<file path="config.mk">
export PLATFORM = sky130hd
export DESIGN_NAME = icmp_header_parser
export DESIGN_NICKNAME = d
export VERILOG_FILES = /design/src/rtl/icmp_header_parser.sv
export SDC_FILE = /design/constraint.sdc
export NUM_CORES = 1
export LEC_CHECK = 0
export CAP_MARGIN = 10
export CORE_ASPECT_RATIO = 2
export CORE_UTILIZATION = 53
export DETAILED_ROUTE_END_ITERATION = 10
export PLACE_DENSITY = 0.77
export SLEW_MARGIN = 5
export SYNTH_ARGS = -nofsm -noshare
export SYNTH_HDL_FRONTEND = slang
export SYNTH_SLANG_ARGS = --single-unit
</file>
<file path="constraint.sdc">
create_clock -name clk -period 8.19 [get_ports clk]
set_clock_uncertainty 0.05 [all_clocks]
set_input_delay 0.819 -clock clk [delete_from_list [all_inputs] [get_ports clk]]
set_output_delay 0.819 -clock clk [all_outputs]
set_load 0.05 [all_outputs]
</file>
<file path="src/rtl/icmp_header_parser.sv">
// icmp_header_parser
// Parses the 8-byte ICMP header from a big-endian beat stream and checks
// the ones'-complement checksum over the whole message.
//
// Parameters
//   AVL_SIZE  beat width in bits (8, 16 or 32)
//   LEN_SIZE  width of the byte counter and pkt_len
//
// Ports
//   clk, sync_reset_n                  clock, synchronous active-low reset
//   data_in_valid, data_in, sop, eop   input beat stream
//   icmp_type, code, checksum,
//   identifier, seq_num                captured header fields
//   is_echo_req, is_echo_rep           echo request / reply decode
//   header_valid                       pulse once all header bytes are captured
//   pkt_done                           pulse after the eop beat
//   checksum_ok, short_err, pkt_len    end-of-message status
//
// state   | meaning
// IDLE    | waiting for a sop beat; all other beats are dropped
// HDR     | collecting header bytes 0..7
// PAYLOAD | header complete, summing payload until eop
module icmp_header_parser #(
  parameter int AVL_SIZE = 8,
  parameter int LEN_SIZE = 16
) (
  input  logic                clk,
  input  logic                sync_reset_n,
  input  logic                data_in_valid,
  input  logic [AVL_SIZE-1:0] data_in,
  input  logic                sop,
  input  logic                eop,
  output logic [7:0]          icmp_type,
  output logic [7:0]          code,
  output logic [15:0]         checksum,
  output logic [15:0]         identifier,
  output logic [15:0]         seq_num,
  output logic                is_echo_req,
  output logic                is_echo_rep,
  output logic                header_valid,
  output logic                pkt_done,
  output logic                checksum_ok,
  output logic                short_err,
  output logic [LEN_SIZE-1:0] pkt_len
);

  localparam int BYTES = AVL_SIZE / 8;

  typedef enum logic [1:0] {IDLE, HDR, PAYLOAD} state_t;

  state_t              state_q, state_d;
  logic                accept;
  logic                hdr_done;
  logic [LEN_SIZE-1:0] cnt_q, cnt_base, cnt_d;
  logic [LEN_SIZE:0]   cnt_sum;
  logic [31:0]         acc_q, acc_base, acc_d, final_sum;
  logic [31:0]         beat_add, pad_add;
  logic [16:0]         fold1;
  logic [15:0]         folded;
  logic [7:0]          hdr_q [8];
  logic [7:0]          hdr_d [8];

  // Beats only count once a message is open or when they open one.
  assign accept = data_in_valid && (sop || state_q != IDLE);

  // A sop beat starts from zero rather than from the leftovers of an
  // abandoned message.
  assign cnt_base = sop ? '0 : cnt_q;
  assign cnt_sum  = {1'b0, cnt_base} + (LEN_SIZE+1)'(BYTES);
  assign cnt_d    = cnt_sum[LEN_SIZE] ? '1 : cnt_sum[LEN_SIZE-1:0];
  assign hdr_done = (cnt_base < LEN_SIZE'(8)) && (cnt_d >= LEN_SIZE'(8));

  generate
    if (AVL_SIZE == 8) begin : g_pair
      // Byte-wide beats are paired into 16-bit words, high byte first.
      logic       pend_q;
      logic       pend_base;
      logic [7:0] pend_byte_q;

      assign pend_base = pend_q && !sop;
      assign beat_add  = pend_base ? {16'h0, pend_byte_q, data_in} : 32'h0;
      // If this beat is left unpaired, it counts zero-padded should eop land here.
      assign pad_add   = pend_base ? 32'h0 : {16'h0, data_in, 8'h00};

      always_ff @(posedge clk) begin
        if (!sync_reset_n) begin
          pend_q      <= 1'b0;
          pend_byte_q <= 8'h00;
        end else if (accept) begin
          pend_q      <= !pend_base;
          pend_byte_q <= data_in;
        end
      end
    end else begin : g_word
      logic [31:0] data_w;
      assign data_w   = 32'(data_in) << (32 - AVL_SIZE);
      assign beat_add = {16'h0, data_w[31:16]} + {16'h0, data_w[15:0]};
      assign pad_add  = 32'h0;
    end
  endgenerate

  assign acc_base  = sop ? 32'h0 : acc_q;
  assign acc_d     = acc_base + beat_add;
  assign final_sum = acc_d + pad_add;
  // Two end-around folds are enough: the first leaves at most one carry.
  assign fold1     = {1'b0, final_sum[15:0]} + {1'b0, final_sum[31:16]};
  assign folded    = fold1[15:0] + {15'h0, fold1[16]};

  always_comb begin
    hdr_d = hdr_q;
    for (int i = 0; i < BYTES; i++) begin
      if (int'(cnt_base) + i < 8)
        hdr_d[3'(int'(cnt_base) + i)] = data_in[AVL_SIZE-1-8*i -: 8];
    end
  end

  always_comb begin
    state_d = state_q;
    case (state_q)
      IDLE: begin
        if (data_in_valid && sop) begin
          if (eop)           state_d = IDLE;
          else if (hdr_done) state_d = PAYLOAD;
          else               state_d = HDR;
        end
      end
      HDR, PAYLOAD: begin
        if (data_in_valid) begin
          if (eop)           state_d = IDLE;
          else if (hdr_done) state_d = PAYLOAD;
          else if (sop)      state_d = HDR;
        end
      end
      default: state_d = IDLE;
    endcase
  end

  always_ff @(posedge clk) begin
    if (!sync_reset_n) state_q <= IDLE;
    else               state_q <= state_d;
  end

  always_ff @(posedge clk) begin
    if (!sync_reset_n) begin
      cnt_q <= '0;
      acc_q <= 32'h0;
      for (int i = 0; i < 8; i++) hdr_q[i] <= 8'h00;
    end else if (accept) begin
      cnt_q <= cnt_d;
      acc_q <= acc_d;
      hdr_q <= hdr_d;
    end
  end

  always_ff @(posedge clk) begin
    if (!sync_reset_n) begin
      icmp_type    <= 8'h00;
      code         <= 8'h00;
      checksum     <= 16'h0;
      identifier   <= 16'h0;
      seq_num      <= 16'h0;
      is_echo_req  <= 1'b0;
      is_echo_rep  <= 1'b0;
      header_valid <= 1'b0;
      pkt_done     <= 1'b0;
      checksum_ok  <= 1'b0;
      short_err    <= 1'b0;
      pkt_len      <= '0;
    end else begin
      header_valid <= 1'b0;
      pkt_done     <= 1'b0;
      if (accept && sop) begin
        checksum_ok <= 1'b0;
        short_err   <= 1'b0;
      end
      if (accept && hdr_done) begin
        header_valid <= 1'b1;
        icmp_type    <= hdr_d[0];
        code         <= hdr_d[1];
        checksum     <= {hdr_d[2], hdr_d[3]};
        identifier   <= {hdr_d[4], hdr_d[5]};
        seq_num      <= {hdr_d[6], hdr_d[7]};
        is_echo_req  <= (hdr_d[0] == 8'd8) && (hdr_d[1] == 8'd0);
        is_echo_rep  <= (hdr_d[0] == 8'd0) && (hdr_d[1] == 8'd0);
      end
      if (accept && eop) begin
        pkt_done    <= 1'b1;
        pkt_len     <= cnt_d;
        short_err   <= cnt_d < LEN_SIZE'(8);
        checksum_ok <= (cnt_d >= LEN_SIZE'(8)) && (folded == 16'hFFFF);
      end
    end
  end

endmodule

</file>
* Word level (Yosys, flattened, before mapping)
Cells that the tools add are included.
** Storage, ports and cells
- Register bits :: 209
- Logic and storage cells :: 87
- Output and inout bits :: 86
- Bits of input ports :: 13
** Operators by class
- Muxes and demuxes :: 22
- Equal/unequal tests :: 7
- Reductions and logical operators :: 21
- Bitwise gates (word level) :: 1
- Add/sub/neg operators :: 5
- Order comparisons :: 6
** Operator list (count)
- $add 32x16->32 :: 2
- $bwmux 64 :: 1
- $mux 16 :: 4
- $mux 64 :: 1
- $lt 16x4->1 const B :: 3
- $mux 32 :: 1
- $demux 8 s3 :: 1
- $add 16x1->17 const B :: 1
- $add 16x16->17 :: 1
- $add 16x1->16 :: 1
- $eq 16x16->1 const B :: 1
- $ge 16x4->1 const B :: 1
- $logic_not 8->1 :: 2
- $mux 2 :: 7
- $logic_and 1x1->1 :: 11
- $eq 8x4->1 const B :: 1
- $mux 8 :: 1
- $mux 1 :: 5
- $ge 3x4->1 const B :: 1
- $ne 2x2->1 const B :: 2
- $ne 4x4->1 const B :: 1
- $pmux 2 s2 :: 1
- $reduce_bool 2->1 :: 2
- $lt 3x1->1 const B :: 1
- 8 further kinds :: 9

* Logic depth before layout (Yosys ltp)
- Word-level depth :: 10
- Depth in mapped cells :: 45
- Mapped depth without buffers :: 40

* Least setup slack after synthesis
OpenSTA, ideal clock, no wires.
- Kind :: input-to-reg
- Start point :: input sop
- End point :: register checksum_ok
- Data arrival time :: 8532 ps
- Path buffers :: 5
- Stages on the path :: 44
- Path slack :: -461 ps
- Setup time :: 69 ps
- Cell sequence :: clkbuf_1 -> clkbuf_1 -> clkbuf_1 -> clkbuf_1 -> nor2b_1 -> clkbuf_1 -> and2_1 -> ha_1 -> inv_1 -> fa_1 -> nand2b_1 -> a21oi_1 -> nor2b_1 -> o21bai_1 -> a21oi_1 -> xnor2_1 -> ha_1 -> fa_1 -> (+8 left out) -> ha_1 -> and3_1 -> o31ai_2 -> a21oi_1 -> nor2_1 -> nand2_1 -> a41oi_1 -> nand2b_1 -> a21o_1 -> a21o_1 -> ha_1 -> ha_1 -> nand4_1 -> nor3b_1 -> nand3_1 -> nor4_1 -> nand4_1 -> o21ai_1
** On the way
- Word-level cells in the longest chain between the ends :: 10
** RTL lines
- start: declaration :: line 31 : input logic sop,
- $logic_not 1->1 :: line 80 : assign pend_base = pend_q && !sop;
- $logic_and 1x1->1 :: line 80
- $mux 16 :: line 81 : assign beat_add = pend_base ? {16'h0, pend_byte_q, data_in} : 32'h0;
- $add 32x16->32 * :: line 103 : assign acc_d = acc_base + beat_add;
- via acc_d[8] :: line 56 : logic [31:0] acc_q, acc_base, acc_d, final_sum;
- $add 32x16->32 * :: line 104 : assign final_sum = acc_d + pad_add;
- $add 16x16->17 * :: line 106 : assign fold1 = {1'b0, final_sum[15:0]} + {1'b0, final_sum[31:16]};
- $add 16x1->16 * :: line 107 : assign folded = fold1[15:0] + {15'h0, fold1[16]};
- $eq 16x16->1 * :: line 190 : checksum_ok <= (cnt_d >= LEN_SIZE'(8)) && (folded == 16'hFFFF);
- $logic_and 1x1->1 * :: line 190
- $mux 1 * :: line 186 : if (accept && eop) begin
- end signal: assignment :: line 190
- end: declaration :: line 42 : output logic checksum_ok,
Mark *: on every way through the listed nets, which the timed path passes. The rest lies on a longest branch.
A chain may end at the register's enable or synchronous reset.

* Worst setup path after layout
- Start point :: input data_in[0]
- End point :: register checksum_ok
** On the way
- Word-level cells in the longest chain between the ends :: 8
** RTL lines
- start: declaration :: line 30 : input logic [AVL_SIZE-1:0] data_in,
- $mux 16 :: line 81
- $add 32x16->32 :: line 103
- via acc_d[8] :: line 56
- $add 32x16->32 :: line 104
- $add 16x16->17 :: line 106
- $add 16x1->16 :: line 107
- $eq 16x16->1 :: line 190
- $logic_and 1x1->1 :: line 190
- $mux 1 :: line 186
The timed path passes the listed nets, and every way through them passes these cells.

==> metrics.md <==
| Metric | Value |
|---|---|
| Yosys warns | `0` |
| Share of layout cells above drive strength 1 | `0.0869` |
| DRC viols | `0` |
| CP max stage cell | `clkdlybuf4s50_1` |
| DP HPWL | `22.2 mm` |
| Clock-pin slew on the worst setup and hold paths | `roughly 0.070 ns` |
| Die Y-Extent | `roughly 210 um` |
| Main synth FF type | `dfxtp_1` |
| Post-Syn Instances | `between 1,000 and 1,500` |
| Cell with the most instances after synthesis | `nand2_1` |
| Antenna diodes | `0` |
| Unrepaired setup endpoints after global routing | `false` |
| Cell mode on critical path | `ha_1` |
| Setup crit end | `checksum_ok$_SDFFE_PN0P_` |
| Dominant cell type by area after synthesis | `dfxtp_1` |
| CTS Buf Count | `21` |
| Most area-consuming cells after synthesis | `dfxtp_1 37%, nand2_1 7.1%, a21oi_1 6.3%, ha_1 5.0%, nor2_1 4.4%` |
| Max-cap violations | `0` |
| Final #Nets | `between 1,500 and 2,000` |
| RePlAce Congestion | `0.968` |
| DR vias/cell | `5.89` |
| FP Rows | `75` |
| Drt pass-1 iters | `5` |
| Die ar. | `roughly 22,000 um^2` |
| Post-Syn Area | `11,300 um^2` |
| Min-delay worst type | `reg -> reg` |
| PwrDens | `186 nW/um^2` |
| Fmax achieved | `between 100 and 150 MHz` |
| Die W | `105 um` |
| Synth cell types | `74` |
| Synth Area in Adders | `0.0550` |
| Iter 0 DRT Violations | `roughly 430` |
| Syn Area/Cell | `around 8 um^2` |
| WHS | `between 0.4 and 0.5 ns` |
| Number of synthesized flops with an enable pin | `0` |
| Worst IR Drop VDD | `~0.18 mV` |
| Fin crit period | `between 7 and 8 ns` |
| Vias in the first global route | `around 10,000` |
| Grt total ovfl | `0` |
| R2R depth | `39` |
| Core Area | `~21,000 um^2` |
| Crit path DAT | `a little over 8 ns` |
| Post-Synth Simple-Gate Area | `0.259` |
| Synth cell count leaders | `215 x nand2_1, 209 x dfxtp_1, 143 x a21oi_1` |
| Final setup violation count | `0` |
| Final Max Tran Viols | `0` |
| CTS tree | `yes` |
| Initial core utilization | `0.541` |
| Largest net degree at the start of global routing | `a little under 90` |
| Least-Margin Pin Slew | `between 1 and 1.5 ns` |
| First-pass GRT wire length | `between 40 and 50 mm` |
| Worst EP required | `approximately 8.6 ns` |
| CP Class | `in -> reg` |
| Hold Violations, Final | `0` |
| Root Driver | `clkbuf_16` |
| Final ANT Viol Nets | `0` |
| Synth-to-layout area growth | `17.2%` |
| Total Power | `between 2 and 2.5 mW` |
| Share of the synthesized area in the top cell type | `0.370` |
| Worst path max stage delay | `0.48 ns` |
| Largest family of logic cells by synthesized area | `simple AND/OR/NAND/NOR gates` |
| Post-synth net total | `between 1,000 and 1,500` |
| Worst Setup SP | `data_in[0]` |
| Worst setup SP type | `input port` |
| DR WL/cell | `approximately 18 um` |
| Port-buffer cells | `98` |
| H-tree depth | `1` |
| Mux contribution to synthesized area | `0.0338` |
| CTS Hold Buffers Added | `0` |
| Maximum fanout along the worst path | `4` |
| WL final | `30.8 mm` |
| Final period util | `0.944` |
| Overall routing resource usage | `0.279` |
| Slew HR | `0.226` |
| Asr flop ratio synth | `0` |
| CTS sink cnt | `about 210` |
| Status | `finished clean` |
| Clock Latency Late Sink | `0.52 ns` |
| Synth Area in XOR/XNOR | `0.0503` |
| Reg-to-reg startpoint | `g_pair.pend_q$_SDFFE_PN0P_` |
| Pleak | `4.88 nW` |
| Synth Area in Compound Gates | `0.187` |
| Post-synthesis sequential element count | `roughly 210` |
| Io pins | `99` |
| Sequential-to-total area share from yosys stat | `0.370` |
| Initial antenna violation count | `0` |
| R2r setup slk | `roughly 0.64 ns` |
| Crit end category | `register` |
| Via count | `about 10,000` |
| Clock buffer depth | `3` |
| Worst r2r dst | `checksum_ok$_SDFFE_PN0P_` |
==> cells in the final DEF, fill, tap and decap left out, types with 4 or more instances in the layout <==
master	synthesis	layout
o21bai_1	7	7
mux2i_1	36	36
clkbuf_16	0	21
ha_1	45	45
a21o_1	19	19
nor2_1	132	132
o21a_1	10	10
inv_6	0	4
xor2_1	30	30
nor4_1	15	14
nand2_1	215	215
clkdlybuf4s50_1	0	97
and2_1	51	51
a21oi_1	143	140
or3_1	6	6
a211oi_1	30	30
or2_2	4	4
a311oi_1	4	4
a31oi_1	7	7
o31ai_1	4	4
o32ai_1	6	6
nand3_1	63	63
nand4_1	14	14
clkinvlp_4	0	5
nand2b_1	6	6
dfxtp_1	209	209
xnor2_1	35	35
and4_1	5	5
and3_1	8	8
a211oi_2	28	28
buf_4	4	34
o21ai_0	20	19
nor3_1	25	25
o211ai_1	5	5
nor2b_1	35	34
inv_1	24	24
==> logic make-up (layout without fill, tap and decap cells) <==
logic type,after synthesis,after routing
multiplexers,38,38
buffers and inverters,120,195
XOR/XNOR,65,65
AO/OA/AOI/OAI,313,313
adder cells (fa/ha/maj),48,48
flip-flops,209,209
AND/OR/NAND/NOR,605,605
==> metrics by stage <==
stage	instances	setup WS [ns]	setup TNS, ns	util	area (um^2)
after floorplan	1398	0.00813	0	-	11400
after global placement	1703	0.142	0	0.599	12500
after detailed placement	1703	-0.0795	-0.0795	0.599	12500
after CTS	1741	0.419	0	0.633	13200
after global routing	1742	0.00705	0	0.634	13300
final	1742	0.460	0	0.634	13300
==> registers in the layout, summed over array words and instances, names as in the netlist, 2 cells and up <==
register	cells
hdr_q	64
acc_q	32
checksum	16
cnt_q	16
identifier	16
pkt_len	16
seq_num	16
code	8
g_pair.pend_byte_q	8
icmp_type	8
state_q	2
==> what timing repair did <==
action                     4_1_cts  5_1_grt
setup endpoints to repair        0        1
hold endpoints to repair         0        0
resized for setup                0        3
setup buffers                    0        1
==> critical path, delay by kind of cell <==
family / cells / cell delay (ns)
buffers and inverters: 2 / 0.54
AO/OA/AOI/OAI: 16 / 2.69
adder cells (fa/ha/maj): 8 / 2.38
AND/OR/NAND/NOR: 11 / 1.44
XOR/XNOR: 2 / 0.27
==> how the worst min path moves through the flow <==
stage,from,to,slack [ns],cells past startpoint
2_1_floorplan,hdr_q[0]$_SDFFE_PN0P_,hdr_q[0]$_SDFFE_PN0P_,0.38,1
3_3_place_gp,g_pair.pend_byte_q[2]$_SDFFE_PN0P_,g_pair.pend_byte_q[2]$_SDFFE_PN0P_,0.39,2
3_5_place_dp,g_pair.pend_byte_q[5]$_SDFFE_PN0P_,g_pair.pend_byte_q[5]$_SDFFE_PN0P_,0.39,2
4_1_cts,g_pair.pend_byte_q[5]$_SDFFE_PN0P_,g_pair.pend_byte_q[5]$_SDFFE_PN0P_,0.40,2
5_1_grt,g_pair.pend_byte_q[5]$_SDFFE_PN0P_,g_pair.pend_byte_q[5]$_SDFFE_PN0P_,0.42,2
6_report,acc_q[11]$_SDFFE_PN0P_,acc_q[11]$_SDFFE_PN0P_,0.40,2
==> power breakdown <==
group	internal (mW)	total [mW]	switching (mW)
sequential	1.05	1.07	0.0252
clock	0.577	1.01	0.437
combinational	0.121	0.378	0.257
==> metal layers <==
metal,global-route usage,wire [um],part of all wire,vias to the layer above
li1,-,-,-,4995
met1,0.271,11000,0.36,4848
met2,0.526,16200,0.53,290
met3,0.0287,1110,0.036,133
met4,0.214,2390,0.078,0
met5,0,0,0,-
==> cell type report <==
type	count	area, um^2
Fill cell	1836	7660
Tap cell	269	337
Multi-Input combinational cell	1069	6700
Clock inverter	14	180
Clock buffer	24	537
Timing Repair Buffer	132	1230
Sequential cell	209	4180
Inverter	25	98.8
Note: power is estimated with default switching activity, not from simulation.
